File: src/rtl/uart_pkg.sv
// ---------------------------------------------------------------------------
// uart_pkg : shared widths, default depth and feeder state encoding
// Rev 1.0  : initial release
// ---------------------------------------------------------------------------
`default_nettype none

package uart_pkg;

   localparam int UART_BYTE_W        = 8;
   localparam int DEFAULT_DEPTH_LOG2 = 4;

   typedef enum logic [1:0] {
      ST_IDLE      = 2'd0,
      ST_WAIT_ACT  = 2'd1,
      ST_WAIT_DONE = 2'd2,
      ST_WAIT_CLR  = 2'd3
   } feeder_state_e;

endpackage

`default_nettype wire

File: src/rtl/uart_sync_fifo.sv
// ---------------------------------------------------------------------------
// uart_sync_fifo : circular byte FIFO with occupancy count and overflow pulse
// Rev 1.0        : initial release
// ---------------------------------------------------------------------------
`default_nettype none

module uart_sync_fifo
   import uart_pkg::*;
#(
   parameter int DEPTH_LOG2 = DEFAULT_DEPTH_LOG2
)(
   input  logic                   i_Clock,
   input  logic                   i_Reset,
   input  logic                   i_Wr_En,
   input  logic [UART_BYTE_W-1:0] i_Wr_Byte,
   input  logic                   i_Rd_En,
   output logic [UART_BYTE_W-1:0] o_Rd_Byte,
   output logic                   o_Full,
   output logic                   o_Empty,
   output logic [DEPTH_LOG2:0]    o_Count,
   output logic                   o_Overflow
);

   localparam logic [DEPTH_LOG2:0] c_FULL_COUNT = {1'b1, {DEPTH_LOG2{1'b0}}};

   logic [UART_BYTE_W-1:0] r_mem [0:(1<<DEPTH_LOG2)-1];
   logic [DEPTH_LOG2-1:0]  r_wr_ptr;
   logic [DEPTH_LOG2-1:0]  r_rd_ptr;
   logic [DEPTH_LOG2:0]    r_count;
   logic                   r_overflow;
   logic                   w_wr_ok;
   logic                   w_rd_ok;

   assign o_Full     = (r_count == c_FULL_COUNT);
   assign o_Empty    = (r_count == '0);
   assign o_Count    = r_count;
   assign o_Overflow = r_overflow;
   assign o_Rd_Byte  = r_mem[r_rd_ptr];

   // Full is judged on the pre-edge count, so a same-edge pop cannot rescue a write
   assign w_wr_ok = i_Wr_En && !o_Full;
   assign w_rd_ok = i_Rd_En && !o_Empty;

   always_ff @(posedge i_Clock) begin
      if (w_wr_ok) begin
         r_mem[r_wr_ptr] <= i_Wr_Byte;
      end
   end

   always_ff @(posedge i_Clock or posedge i_Reset) begin
      if (i_Reset) begin
         r_wr_ptr   <= '0;
         r_rd_ptr   <= '0;
         r_count    <= '0;
         r_overflow <= 1'b0;
      end else begin
         if (w_wr_ok) begin
            r_wr_ptr <= r_wr_ptr + 1'b1;
         end
         if (w_rd_ok) begin
            r_rd_ptr <= r_rd_ptr + 1'b1;
         end
         case ({w_wr_ok, w_rd_ok})
            2'b10:   r_count <= r_count + 1'b1;
            2'b01:   r_count <= r_count - 1'b1;
            default: r_count <= r_count;
         endcase
         r_overflow <= i_Wr_En && o_Full;
      end
   end

endmodule

`default_nettype wire

File: src/rtl/uart_tx_feeder.sv
// ---------------------------------------------------------------------------
// uart_tx_feeder : queues CPU bytes and hands them to the UART transmitter
// Rev 1.0        : initial release
// ---------------------------------------------------------------------------
`default_nettype none

module uart_tx_feeder
   import uart_pkg::*;
#(
   parameter int DEPTH_LOG2 = DEFAULT_DEPTH_LOG2
)(
   input  logic                   i_Clock,
   input  logic                   i_Reset,
   input  logic                   i_Wr_En,
   input  logic [UART_BYTE_W-1:0] i_Wr_Byte,
   output logic                   o_Full,
   output logic                   o_Empty,
   output logic [DEPTH_LOG2:0]    o_Count,
   output logic                   o_Overflow,
   output logic                   o_Tx_DV,
   output logic [UART_BYTE_W-1:0] o_Tx_Byte,
   input  logic                   i_Tx_Active,
   input  logic                   i_Tx_Done,
   output logic                   o_Busy
);

   feeder_state_e          r_state;
   logic                   r_tx_dv;
   logic [UART_BYTE_W-1:0] r_tx_byte;
   logic                   w_pop;
   logic [UART_BYTE_W-1:0] w_rd_byte;

   // A lingering Done from the previous byte must not launch the next one
   assign w_pop = (r_state == ST_IDLE) && !o_Empty && !i_Tx_Done;

   uart_sync_fifo #(
      .DEPTH_LOG2 (DEPTH_LOG2)
   ) u_fifo (
      .i_Clock    (i_Clock),
      .i_Reset    (i_Reset),
      .i_Wr_En    (i_Wr_En),
      .i_Wr_Byte  (i_Wr_Byte),
      .i_Rd_En    (w_pop),
      .o_Rd_Byte  (w_rd_byte),
      .o_Full     (o_Full),
      .o_Empty    (o_Empty),
      .o_Count    (o_Count),
      .o_Overflow (o_Overflow)
   );

   always_ff @(posedge i_Clock or posedge i_Reset) begin
      if (i_Reset) begin
         r_state   <= ST_IDLE;
         r_tx_dv   <= 1'b0;
         r_tx_byte <= '0;
      end else begin
         r_tx_dv <= 1'b0;
         case (r_state)
            ST_IDLE: begin
               if (w_pop) begin
                  r_tx_dv   <= 1'b1;
                  r_tx_byte <= w_rd_byte;
                  r_state   <= ST_WAIT_ACT;
               end
            end
            ST_WAIT_ACT: begin
               if (i_Tx_Active) begin
                  r_state <= ST_WAIT_DONE;
               end
            end
            ST_WAIT_DONE: begin
               if (i_Tx_Done) begin
                  r_state <= ST_WAIT_CLR;
               end
            end
            ST_WAIT_CLR: begin
               if (!i_Tx_Done) begin
                  r_state <= ST_IDLE;
               end
            end
            default: r_state <= ST_IDLE;
         endcase
      end
   end

   assign o_Tx_DV   = r_tx_dv;
   assign o_Tx_Byte = r_tx_byte;
   assign o_Busy    = !o_Empty || (r_state != ST_IDLE);

endmodule

`default_nettype wire
File: config.mk
export PLATFORM = sky130hd
export DESIGN_NAME = uart_tx_feeder
export DESIGN_NICKNAME = d
export VERILOG_FILES = /design/src/rtl/uart_pkg.sv /design/src/rtl/uart_sync_fifo.sv /design/src/rtl/uart_tx_feeder.sv
export SDC_FILE = /design/constraint.sdc
export NUM_CORES = 1
export LEC_CHECK = 0
export CAP_MARGIN = 20
export CELL_PAD_IN_SITES_DETAIL_PLACEMENT = 1
export CELL_PAD_IN_SITES_GLOBAL_PLACEMENT = 1
export CORE_ASPECT_RATIO = 0.5
export CORE_MARGIN = 2
export CORE_UTILIZATION = 30
export CTS_BUF_LIST = sky130_fd_sc_hd__clkbuf_16
export DETAILED_ROUTE_END_ITERATION = 12
export PLACE_DENSITY = 0.55
export SYNTH_ARGS = -nofsm -noshare
export SYNTH_HDL_FRONTEND = slang
export SYNTH_SLANG_ARGS = --single-unit
File: constraint.sdc
create_clock -name i_Clock -period 3.1 [get_ports i_Clock]
set_input_delay 0.465 -clock i_Clock [delete_from_list [all_inputs] [get_ports i_Clock]]
set_output_delay 0.465 -clock i_Clock [all_outputs]
set_load 0.01 [all_outputs]
==> flow_summary.ini <==
[sta]
whs_ns = 0.4883
hold_viol_final = 0
relSlewSlack_pct = 40.45
fmax_mhz = 341.7
finalSetupViolations = 0
finalSetupTns_ns = 0
tightest_slew_ns = 0.8922
maxSlewViolCount = 0
rsz0062_at_grt = no
skew_ns = 0.01074
fin_crit_sh_pct = 94.41
period_minus_slack_ns = 2.927

[logic_synthesis]
synth_area_leaders = edfxtp_1 (60%), dfrtp_1 (9.8%), mux4_2 (7.4%)
seq_area_frac_synth_pct = 69.87
syn_inst = 348
synth_ff_type = edfxtp_1
syn-num-nets = 375
synth.most_common_cell = edfxtp_1
ys_warn_count = 0
synth_async_sr_flop_share_pct = 16.34
syn_area_per_cell_um2 = 18.38
synth_common_cells = edfxtp_1 (128), dfrtp_1 (25), mux4_2 (21), nand2_1 (16), nor2_1 (15)
synth_top_area_cell = edfxtp_1
synth-edff-count = 128
syn-cell-area_um2 = 6396
synthDistinctLibCells = 43
synth_top_area_share_pct = 60.09
synth-seq-cells = 153

[detailed_routing]
drt-pass1-iter-count = 4
num_vias = 3233
drt-initial-drc-count = 218
routed_via_density = 4.638
wirelength_um = 13600
routedWlPerCell_um = 19.51
remaining_drc_errors = 0
postRouteAntennaNets = 0

[die]
placementRows = 37
die-area_um2 = 22580
pin_count = 31
core-area_um2 = 20740
initial_core_util_pct = 30.84
die_w_um = 210.5
die_h_um = 107.3

[worst_setup_path]
rr_worst_depth = 12
worstPathArrival_ns = 3.21
r2r_start = r_state[0]$_DFFE_PP0P_
worstSetupPathType = reg2reg
crit_path_start = r_state[0]$_DFFE_PP0P_
rrSetupSlack_ns = 0.17
cp_data_required_time_ns = 3.39
cp-start-kind = flip-flop
cp_max_fo = 4
crit_path_end_kind = flip-flop
worstReg2RegEnd = u_fifo.o_Count[4]$_DFFE_PP0P_

[worst_hold_path]
min_from = o_Tx_Byte[4]$_DFFE_PP0P_
worst_hold_path.endpoint = o_Tx_Byte[4]$_DFFE_PP0P_
holdPathStages = 2
hp-class = reg2reg

[run_status]
status = completed

[grt]
antenna_found_initial = 0
grt_pass1_wl_um = 21140
grt_pass1_vias = 3541
grt_start_max_net_pins = 30
grt-ovfl-total = 0
gr-usage-all-layers_pct = 13.01

[clock_network]
insertion_delay_ns = 0.41
numCtsBuffers = 17
cts_tree = built
post_cts.repair.setup_buffers = 0
clock_tree.buffer_depth = 2
clock_sinks = 153
cts-htree-levels = 4
root_buffer = clkbuf_16
hold_buffers = 0
clk_pin_slew_ns = 0.07
cts_resized = 0

[layout]
drive_gt1_share_pct = 22.17
multiInputGateArea_um2 = 1753
seqCellArea_um2 = 4471
nFillCells = 2056
syn2layout_area_growth_pct = 21.13
num-nets-final = 438
insertedDiodeCount = 0

[power]
power_density_nw_per_um2 = 902.9
leakage_uw = 0.002732
ir_drop_v = 0.0004161

[placement]
hpwl_um = 8855
numPortBuffers = 30
gp_congestion = 0.7065

[job]
max_cap_viol_count = 0
final cells by class:
cell class	instances	share of cell area [%]
clock buffer	17	5.491
clock inverter	15	1.841
inverter	13	0.6298
multi-input combinational	164	22.63
sequential	153	57.70
tap	273	4.409
timing repair buffer	62	7.300
layer usage:
| metal | vias to the layer above | track usage [%] | part of all wire [%] |
|---|---|---|---|
| li1 | 1489 | - | - |
| met1 | 1696 | 16.52 | 47 |
| met2 | 44 | 22.33 | 50 |
| met3 | 4 | 3.559 | 2.9 |
| met4 | 0 | 3.169 | 0.64 |
| met5 | - | 0 | 0 |
state kept, by name, summed over array words and instances (netlist names):
signal             cells
o_Tx_Byte              8
r_state                2
o_Tx_DV                1
u_fifo.o_Overflow      1
u_fifo.o_Count         5
u_fifo.r_rd_ptr        4
u_fifo.r_mem         128
u_fifo.r_wr_ptr        4
how the worst max path moves through the flow:
stage                                          to  slack, ns
finish              u_fifo.o_Count[4]$_DFFE_PP0P_       0.17
detailed placement  u_fifo.o_Count[4]$_DFFE_PP0P_       0.04
global placement    u_fifo.o_Count[4]$_DFFE_PP0P_       0.19
global route        u_fifo.o_Count[4]$_DFFE_PP0P_      0.008
floorplan           u_fifo.o_Count[4]$_DFFE_PP0P_       0.14
CTS                 u_fifo.o_Count[4]$_DFFE_PP0P_       0.14
through the flow:
stage	instances	util, %	cell area (um2)	power [uW]	worst slack (ns)
floorplan	348	-	6396	4289	0.1435
global placement	665	34.62	7179	5042	0.1870
detailed placement	665	34.62	7179	5078	0.03725
CTS	697	37.36	7747	7126	0.1386
global route	697	37.36	7747	7400	0.007835
finish	697	37.36	7747	6995	0.1732
worst max-delay path: stages (launching register included):
cell and delay, ns:
dfrtp_1 0.41, inv_1 0.13, ha_1 0.23, inv_1 0.05, a211o_1 0.28, inv_1 0.08, ha_1 0.19, xor2_1 0.08
ha_1 0.22, or3_1 0.34, a2111oi_0 0.51, nor4_1 0.15, xnor2_1 0.15
layout by cell type (no fill, tap or decap), drive strengths merged, types with 2 or more instances in the layout:
| master | Yosys | routed |
|---|---|---|
| xor2 | 2 | 2 |
| mux2i | 14 | 14 |
| nor3 | 4 | 4 |
| mux2 | 7 | 7 |
| xnor2 | 9 | 9 |
| nor4 | 2 | 2 |
| a211o | 4 | 4 |
| dfrtp | 25 | 25 |
| mux4 | 32 | 32 |
| o21ai | 9 | 9 |
| nor3b | 2 | 2 |
| a21boi | 2 | 2 |
| nand2b | 4 | 4 |
| buf | 13 | 32 |
| a21oi | 5 | 5 |
| clkinvlp | 0 | 3 |
| ha | 14 | 14 |
| clkinv | 0 | 4 |
| a22o | 3 | 3 |
| nor2 | 15 | 15 |
| nand2 | 16 | 16 |
| clkbuf | 5 | 17 |
| edfxtp | 128 | 128 |
| a311oi | 2 | 2 |
| nor4b | 2 | 2 |
| clkdlybuf4s50 | 0 | 30 |
| nand4 | 2 | 2 |
| inv | 13 | 20 |
| and2 | 3 | 3 |
| nor2b | 4 | 4 |
power breakdown:
group / internal, uW / switching, uW
Combinational: 1130 / 1020
Sequential: 2560 / 267
Clock: 1120 / 894
Total: 4810 / 2180
cell families after synthesis:
logic type	Yosys count	synth area share, %
AND/OR/NAND/NOR	58	4.832
multiplexers	53	15.34
AO/OA/AOI/OAI	28	2.993
XOR/XNOR	11	1.506
flip-flops	153	69.87
adder cells (fa/ha/maj)	14	2.739
buffers and inverters	31	2.719
No activity file was read; power rests on OpenSTA's default activity.
